===== src/rtl/ee354_gcd_scheduler_pkg.sv =====
// rtl/ee354_gcd_scheduler_pkg.sv - shared types and constants for the GCD scheduler
//
// Purpose : FSM state encoding, datapath width, requester-index width and the
//           round-robin pointer advance helper shared by the scheduler files.
// Ports   : none (package).

package ee354_gcd_scheduler_pkg;

    // Operand / result width of the shared GCD core.
    localparam int DW    = 8;

    // Requester index width; wide enough for the largest supported NREQ (8).
    localparam int IDX_W = 3;

    typedef enum logic [2:0] {
        ST_ARB   = 3'd0,
        ST_CLR   = 3'd1,
        ST_STRT  = 3'd2,
        ST_WAIT  = 3'd3,
        ST_ACK   = 3'd4,
        ST_DLVR  = 3'd5,
        ST_ABORT = 3'd6
    } state_t;

    // Pointer to the requester just after idx, wrapping at nreq.
    function automatic logic [IDX_W-1:0] next_ptr(input logic [IDX_W-1:0] idx,
                                                  input int              nreq);
        if (int'(idx) + 1 >= nreq) begin
            return '0;
        end
        return idx + IDX_W'(1);
    endfunction

endpackage


===== src/rtl/ee354_gcd_scheduler_rr_arbiter.sv =====
// rtl/ee354_gcd_scheduler_rr_arbiter.sv - combinational round-robin request picker
//
// Purpose : Picks the first asserted request at or after the pointer, wrapping
//           modulo NREQ. Purely combinational; the scheduler latches the result.
// Ports   : i_req  [NREQ-1:0]  request vector
//           i_ptr  [IDX_W-1:0] round-robin start position (0..NREQ-1)
//           o_gnt  [NREQ-1:0]  one-hot winner, 0 when no request
//           o_idx  [IDX_W-1:0] binary index of the winner, 0 when no request
//           o_any              at least one request present

module ee354_gcd_scheduler_rr_arbiter
    import ee354_gcd_scheduler_pkg::*;
#(
    parameter int NREQ = 4
) (
    input  logic [NREQ-1:0]  i_req,
    input  logic [IDX_W-1:0] i_ptr,
    output logic [NREQ-1:0]  o_gnt,
    output logic [IDX_W-1:0] o_idx,
    output logic             o_any
);

    logic [NREQ-1:0] w_rot;
    logic [IDX_W:0]  w_sum;
    logic [IDX_W:0]  w_pos;

    // Rotate the requests so the pointer position lands at bit 0; the first
    // set bit of the rotated vector is then the round-robin winner.
    assign w_rot = NREQ'({i_req, i_req} >> i_ptr);

    always_comb begin
        o_any = 1'b0;
        o_idx = '0;
        w_sum = '0;
        w_pos = '0;
        for (int k = 0; k < NREQ; k++) begin
            if (!o_any && w_rot[k]) begin
                o_any = 1'b1;
                w_sum = {1'b0, i_ptr} + (IDX_W+1)'(k);
                // Undo the rotation: position = ptr + k modulo NREQ.
                w_pos = (w_sum >= (IDX_W+1)'(NREQ)) ? w_sum - (IDX_W+1)'(NREQ) : w_sum;
                o_idx = w_pos[IDX_W-1:0];
            end
        end
    end

    assign o_gnt = o_any ? ({{(NREQ-1){1'b0}}, 1'b1} << o_idx) : '0;

endmodule


===== src/rtl/ee354_gcd_scheduler.sv =====
// rtl/ee354_gcd_scheduler.sv - round-robin scheduler sharing one ee354_GCD core
//
// Purpose : Arbitrates NREQ requesters onto a single GCD core. Each job clears
//           the core, loads operands, pulses Start, waits for q_Done, captures
//           the result, pulses Ack and strobes the result back to the owner.
//           Zero operands are answered directly (gcd = A|B); a watchdog aborts
//           jobs that sit in WAIT for TIMEOUT enabled cycles.
// Ports   : i_Clk, i_Reset (sync, active low), i_SCEN (single-clock enable)
//           i_Req[NREQ], i_Ain_bus/i_Bin_bus[8*NREQ] packed operands
//           o_Gnt[NREQ] owner, o_Rsp_valid[NREQ] result strobe,
//           o_Rsp_gcd/o_Rsp_icount[8], o_Rsp_timeout
//           o_Core_Reset/Start/Ack, o_Core_Ain/Bin[8], o_Core_SCEN to the core
//           i_Core_q_Done, i_Core_AB_GCD[8], i_Core_i_count[8] from the core

module ee354_gcd_scheduler
    import ee354_gcd_scheduler_pkg::*;
#(
    parameter int NREQ    = 4,
    parameter int TIMEOUT = 255
) (
    input  logic               i_Clk,
    input  logic               i_Reset,
    input  logic               i_SCEN,
    input  logic [NREQ-1:0]    i_Req,
    input  logic [8*NREQ-1:0]  i_Ain_bus,
    input  logic [8*NREQ-1:0]  i_Bin_bus,
    output logic [NREQ-1:0]    o_Gnt,
    output logic [NREQ-1:0]    o_Rsp_valid,
    output logic [7:0]         o_Rsp_gcd,
    output logic [7:0]         o_Rsp_icount,
    output logic               o_Rsp_timeout,
    output logic               o_Core_Reset,
    output logic               o_Core_Start,
    output logic               o_Core_Ack,
    output logic [7:0]         o_Core_Ain,
    output logic [7:0]         o_Core_Bin,
    output logic               o_Core_SCEN,
    input  logic               i_Core_q_Done,
    input  logic [7:0]         i_Core_AB_GCD,
    input  logic [7:0]         i_Core_i_count
);

    // Last watchdog value allowed in WAIT; reaching it without Done aborts.
    localparam logic [DW-1:0] WD_LAST = DW'(TIMEOUT - 1);

    state_t           r_state;
    logic [IDX_W-1:0] r_ptr;
    logic [IDX_W-1:0] r_idx;
    logic [DW-1:0]    r_ain;
    logic [DW-1:0]    r_bin;
    logic [DW-1:0]    r_gcd;
    logic [DW-1:0]    r_icount;
    logic [DW-1:0]    r_wdog;

    logic [NREQ-1:0]  w_arb_gnt;
    logic [IDX_W-1:0] w_arb_idx;
    logic             w_arb_any;
    logic [DW-1:0]    w_sel_a;
    logic [DW-1:0]    w_sel_b;
    logic [NREQ-1:0]  w_own;
    logic             w_rsp_state;

    ee354_gcd_scheduler_rr_arbiter #(
        .NREQ (NREQ)
    ) u_arb (
        .i_req (i_Req),
        .i_ptr (r_ptr),
        .o_gnt (w_arb_gnt),
        .o_idx (w_arb_idx),
        .o_any (w_arb_any)
    );

    // Operands of the arbitration winner, unpacked from the 8-bit lanes.
    assign w_sel_a = DW'(i_Ain_bus >> {w_arb_idx, 3'b000});
    assign w_sel_b = DW'(i_Bin_bus >> {w_arb_idx, 3'b000});

    always_ff @(posedge i_Clk) begin
        if (!i_Reset) begin
            r_state  <= ST_ARB;
            r_ptr    <= '0;
            r_idx    <= '0;
            r_ain    <= '0;
            r_bin    <= '0;
            r_gcd    <= '0;
            r_icount <= '0;
            r_wdog   <= '0;
        end else if (i_SCEN) begin
            case (r_state)
                ST_ARB: begin
                    if (w_arb_any) begin
                        r_idx <= w_arb_idx;
                        r_ain <= w_sel_a;
                        r_bin <= w_sel_b;
                        // gcd(x,0) = x, so a zero operand never needs the core.
                        if (w_sel_a == '0 || w_sel_b == '0) begin
                            r_gcd    <= w_sel_a | w_sel_b;
                            r_icount <= '0;
                            r_state  <= ST_DLVR;
                        end else begin
                            r_state  <= ST_CLR;
                        end
                    end
                end
                ST_CLR: begin
                    r_state <= ST_STRT;
                end
                ST_STRT: begin
                    r_wdog  <= '0;
                    r_state <= ST_WAIT;
                end
                ST_WAIT: begin
                    r_wdog <= r_wdog + DW'(1);
                    // Done wins over the watchdog when both happen together.
                    if (i_Core_q_Done) begin
                        r_gcd    <= i_Core_AB_GCD;
                        r_icount <= i_Core_i_count;
                        r_state  <= ST_ACK;
                    end else if (r_wdog == WD_LAST) begin
                        r_gcd    <= '0;
                        r_icount <= '0;
                        r_state  <= ST_ABORT;
                    end
                end
                ST_ACK, ST_DLVR, ST_ABORT: begin
                    r_ptr   <= next_ptr(r_idx, NREQ);
                    r_state <= ST_ARB;
                end
                default: begin
                    r_state <= ST_ARB;
                end
            endcase
        end
    end

    // Moore decode: everything below depends only on registered state, so
    // holding SCEN low freezes every output along with the core.
    assign w_own       = {{(NREQ-1){1'b0}}, 1'b1} << r_idx;
    assign w_rsp_state = (r_state == ST_ACK) || (r_state == ST_DLVR) || (r_state == ST_ABORT);

    assign o_Gnt         = (r_state != ST_ARB) ? w_own : '0;
    assign o_Rsp_valid   = w_rsp_state ? w_own : '0;
    assign o_Rsp_gcd     = r_gcd;
    assign o_Rsp_icount  = r_icount;
    assign o_Rsp_timeout = (r_state == ST_ABORT);

    // The core is held in reset with us, cleared before each job and
    // cleared again after an abort so a hung core is recovered.
    assign o_Core_Reset  = ~i_Reset | (r_state == ST_CLR) | (r_state == ST_ABORT);
    assign o_Core_Start  = (r_state == ST_STRT);
    assign o_Core_Ack    = (r_state == ST_ACK);
    assign o_Core_Ain    = r_ain;
    assign o_Core_Bin    = r_bin;
    assign o_Core_SCEN   = i_SCEN;

endmodule

===== config.mk =====
export PLATFORM = sky130hd
export DESIGN_NAME = ee354_gcd_scheduler
export DESIGN_NICKNAME = d
export VERILOG_FILES = /design/src/rtl/ee354_gcd_scheduler_pkg.sv /design/src/rtl/ee354_gcd_scheduler_rr_arbiter.sv /design/src/rtl/ee354_gcd_scheduler.sv
export SDC_FILE = /design/constraint.sdc
export NUM_CORES = 1
export LEC_CHECK = 0
export CAP_MARGIN = 15
export CORE_ASPECT_RATIO = 0.8
export CORE_MARGIN = 4
export CORE_UTILIZATION = 30
export DETAILED_ROUTE_END_ITERATION = 6
export GPL_TIMING_DRIVEN = 0
export PLACE_DENSITY = 0.7
export SLEW_MARGIN = 0
export SYNTH_ARGS = -nofsm -noshare
export SYNTH_HDL_FRONTEND = slang
export SYNTH_SLANG_ARGS = --single-unit

===== constraint.sdc =====
create_clock -name i_Clk -period 5.9 [get_ports i_Clk]
set_input_delay 0.885 -clock i_Clk [delete_from_list [all_inputs] [get_ports i_Clk]]
set_output_delay 0.885 -clock i_Clk [all_outputs]
set_load 0.005 [all_outputs]

==> summary.txt, run 1 <==
Drt
  • Initial DRC Count: 179
  • Final WL: 10200 µm
  • 1st-pass router iterations: 4
  • Vias per inst: 5.066
  • WL/cell: 15.97 µm
  • # DRC: 0
  • Post-route ant nets: 0
  • Vias: 3237

Cells and area
  • Share of post-route cells with drive strength above 1: 8.417%
  • NumNets Final: 594
  • Layout area overhead: 50.27%
  • Ant. Diodes: 0

STA
  • Worst-margin pin slew: 774.8 ps
  • Clock skew: 7.520 ps
  • TNS Setup: 0 ps
  • RSZ-0062 raised after global routing: false
  • Max-slew violation count: 0
  • Final Hold Viols: 0
  • FMAX: 227.6 MHz
  • Headroom to the max-slew limit: 47.95%
  • Final setup fails: 0
  • Final min period: 4393 ps
  • Final period utilization: 74.46%

Die
  • Rows: 33
  • Ports: 133
  • Die footprint: 12550 µm²
  • Die Width: 124.2 µm
  • Area of the core: 10410 µm²
  • Starting Density: 31.17%
  • Die Y: 101.0 µm

CTS
  • H-tree depth: 2
  • Sink Count: 49
  • Post-CTS sizing: 0
  • Clock Root Buffer: clkbuf_16
  • CTS tree: built
  • Clock Latency Late Sink: 290 ps
  • Clock buffer count from CTS: 5
  • CTS clk-pin slew, worst paths: 70 ps
  • Post-CTS Setup Inserts: 0
  • Clock buffer depth: 2
  • Hold buffers post-CTS: 0

Synth
  • Post-synthesis sequential area ratio: 30.25%
  • Number of synthesized flops with an enable pin: 0
  • Syn Std Cell Area: 3243 µm²
  • Cell count after synthesis: 361
  • Cell variety after synth: 56
  • Ys async rst share: 0%
  • Syn_area_per_cell: 8.984 µm²
  • Yosys reg bits: 49
  • Syn Nets: 457
  • YS warnings: 0
  • Synth Flop Type: dfxtp_1

Power and ir drop
  • VDD IR max: 0.0001191 V
  • Final Power: 0.8998 mW
  • Pint: 0.6449 mW
  • P per Cell Area: 184.6 nW/µm²
  • NetSw: 0.2550 mW
  • P_leak: 1.715 nW
  • Register share of total power: 40.0%
  • Clock share of power: 33.1%
  • Logic pwr share: 26.9%
  • Switching part of the total: 28.34%

Setup path
  • CP Capture Type: register
  • Crit path DAT: 4570 ps
  • Slowest Stage Delay on Critical Path: 760 ps
  • Worst path slowest cell: mux4_1
  • CP Data Required Time: 6070 ps
  • Critical path startpoint category: primary input
  • R2R cell count: 9
  • Crit Path Class: in -> reg
  • Critical Path, Cell by Cell: clkdlybuf4s50_1, nor2b_1, mux4_2, o21bai_4, a32oi_4, mux4_1, nor4_4, nand2_2, a21oi_4, o21ai_1
  • Crit Path Max Fanout: 10

Run
  • Total of max-cap violations: 0

Global route
  • Gr busiest metal: met2
  • First-pass GRT wire length: 16100 µm
  • Largest net degree at the start of global routing: 19
  • Met2 Track Usage GR: 27.45%
  • Number of global-route vias before repair: 3298
  • Grt ovf: 0
  • Met1 usage: 19.28%
  • GRT Total Usage: 15.63%
  • Antenna violations before repair: 0
  • M3 GR Usage: 4.078%

Placed design
  • Gp weighted congestion: 0.8744
  • Port bufs: 130
  • Post-DP HPWL: 8525 µm

Outcome
  • Status: finished, final reports clean

Min path
  • Min-delay worst type: reg -> reg
  • Worst Hold Depth: 2
[critical path, delay by kind of cell]
family	cells	cell delay [ps]
and+or+nand+nor	3	740
AOI/OAI and AO/OA	4	1150
muxes	2	1280
buffers and inverters	1	490
[path summary, 6_finish.rpt]
check	startpoint	endpoint	slack, ps
setup / recovery	i_Req[0]	o_Rsp_icount[1]	1510
hold / removal	o_Rsp_icount[6]	o_Rsp_icount[6]	460
setup reg to reg	r_ptr[0]	o_Rsp_icount[1]	2210
hold reg to reg	o_Rsp_icount[6]	o_Rsp_icount[6]	460
[power by group through the flow]
stage          logic (mW)  clock network, mW  registers [mW]
2_1_floorplan       0.118                  0           0.366
3_3_place_gp        0.240                  0           0.367
3_5_place_dp        0.244                  0           0.368
4_1_cts             0.244              0.306           0.360
5_1_grt             0.262              0.319           0.362
6_report            0.242              0.298           0.360
[layer usage]
metal / routed length (µm) / part of all wire (%)
met1: 4469 / 44
met2: 4866 / 48
met3: 732 / 7.2
met4: 134 / 1.3
met5: 0 / 0
[sequential cells by signal (all words and copies together), names as in the netlist]
register and count:
o_Core_Ain 8, o_Core_Bin 8, o_Rsp_gcd 8, o_Rsp_icount 8, r_wdog 8, r_idx 3, r_ptr 3, r_state 3
[final cells by class]
class,instances,area (µm²)
fillers,1016,5532
multi-input cells,281,2107
clock buffers,5,125.1
well taps,140,175.2
inverters,7,26.28
flip-flops and latches,49,980.9
repair buffers,130,1301
plain buffers,24,128.9
clock inverters,3,28.78
[cell usage after synthesis, types with 4 or more instances]
| cell | instances | share of area [%] |
|---|---|---|
| clkbuf_1 | 16 | 1.9 |
| nor2_1 | 16 | 1.9 |
| a21oi_1 | 8 | 1.2 |
| and2_1 | 4 | 0.77 |
| o31ai_1 | 8 | 1.9 |
| dfxtp_1 | 49 | 30 |
| o21ai_1 | 8 | 1.2 |
| nand3_1 | 10 | 1.5 |
| a211o_1 | 8 | 2.2 |
| nor2b_1 | 10 | 1.9 |
| nand2_1 | 86 | 10 |
| or3_1 | 4 | 0.77 |
| mux2i_1 | 6 | 1.9 |
| o311ai_1 | 8 | 2.2 |
| nor3_1 | 7 | 1.1 |
| o22a_1 | 8 | 2.2 |
| and3_1 | 6 | 1.2 |
| inv_1 | 7 | 0.81 |
| ha_1 | 8 | 3.1 |
| mux4_1 | 5 | 4.1 |
| mux4_2 | 12 | 8.3 |
| a21boi_0 | 17 | 3.9 |
| o21ai_0 | 4 | 0.62 |
[cells by family (layout without fill, tap and decap cells)]
logic type | count (synthesis) | count (layout) | synth area share (%)
AOI/OAI and AO/OA | 84 | 84 | 21.10
xor gates and xnor gates | 4 | 4 | 1.080
adders and majority gates | 8 | 8 | 3.087
buffers and inverters | 31 | 169 | 4.784
DFF | 49 | 49 | 30.25
muxes | 23 | 23 | 14.24
and+or+nand+nor | 162 | 162 | 25.46
[cells in the final DEF (no fill, tap or decap), types with 5 or more instances in the layout]
cell type / synthesis / layout
mux4_1: 5 / 5
nand2_1: 86 / 86
nor2b_1: 10 / 10
o31ai_1: 8 / 8
clkdlybuf4s50_1: 0 / 130
a21oi_1: 8 / 8
o311ai_1: 8 / 8
o21ai_1: 8 / 8
a21boi_0: 17 / 17
nand3_1: 10 / 10
clkbuf_1: 16 / 16
mux4_2: 12 / 12
o22a_1: 8 / 8
ha_1: 8 / 8
nor2_1: 16 / 16
a211o_1: 8 / 8
nor3_1: 7 / 7
clkbuf_16: 0 / 5
dfxtp_1: 49 / 49
inv_1: 7 / 7
mux2i_1: 6 / 6
and3_1: 6 / 6
[stage by stage]
step	instances	util [%]	worst slack [ps]	hold slack (ps)	cell area, µm²
3_5_place_dp	631	45.36	1175	454.4	4720
4_1_cts	639	46.84	1490	465.0	4873
6_report	639	46.84	1507	464.5	4873
5_1_grt	639	46.84	1337	480.8	4873
3_3_place_gp	631	45.36	1244	446.6	4720
2_1_floorplan	361	-	2160	456.3	3243
No activity file was read; power rests on OpenSTA's default activity.
==> run 2: changes to the inputs <==
- clock period: 5.9 -> 4.5 ns (I/O delays scaled with it)
==> results of run 2 <==
The final DEF is identical to that of run 1. Status: finished, final reports clean.
Main changes from that run: setup slack after placement 1175 ps -> -15.43 ps; setup slack after layout 1507 ps -> 316.6 ps; register-to-register setup slack 2210 ps -> 810 ps; total power 0.8998 mW -> 1.180 mW; worst IR drop on VDD 0.0001191 V -> 0.0001561 V
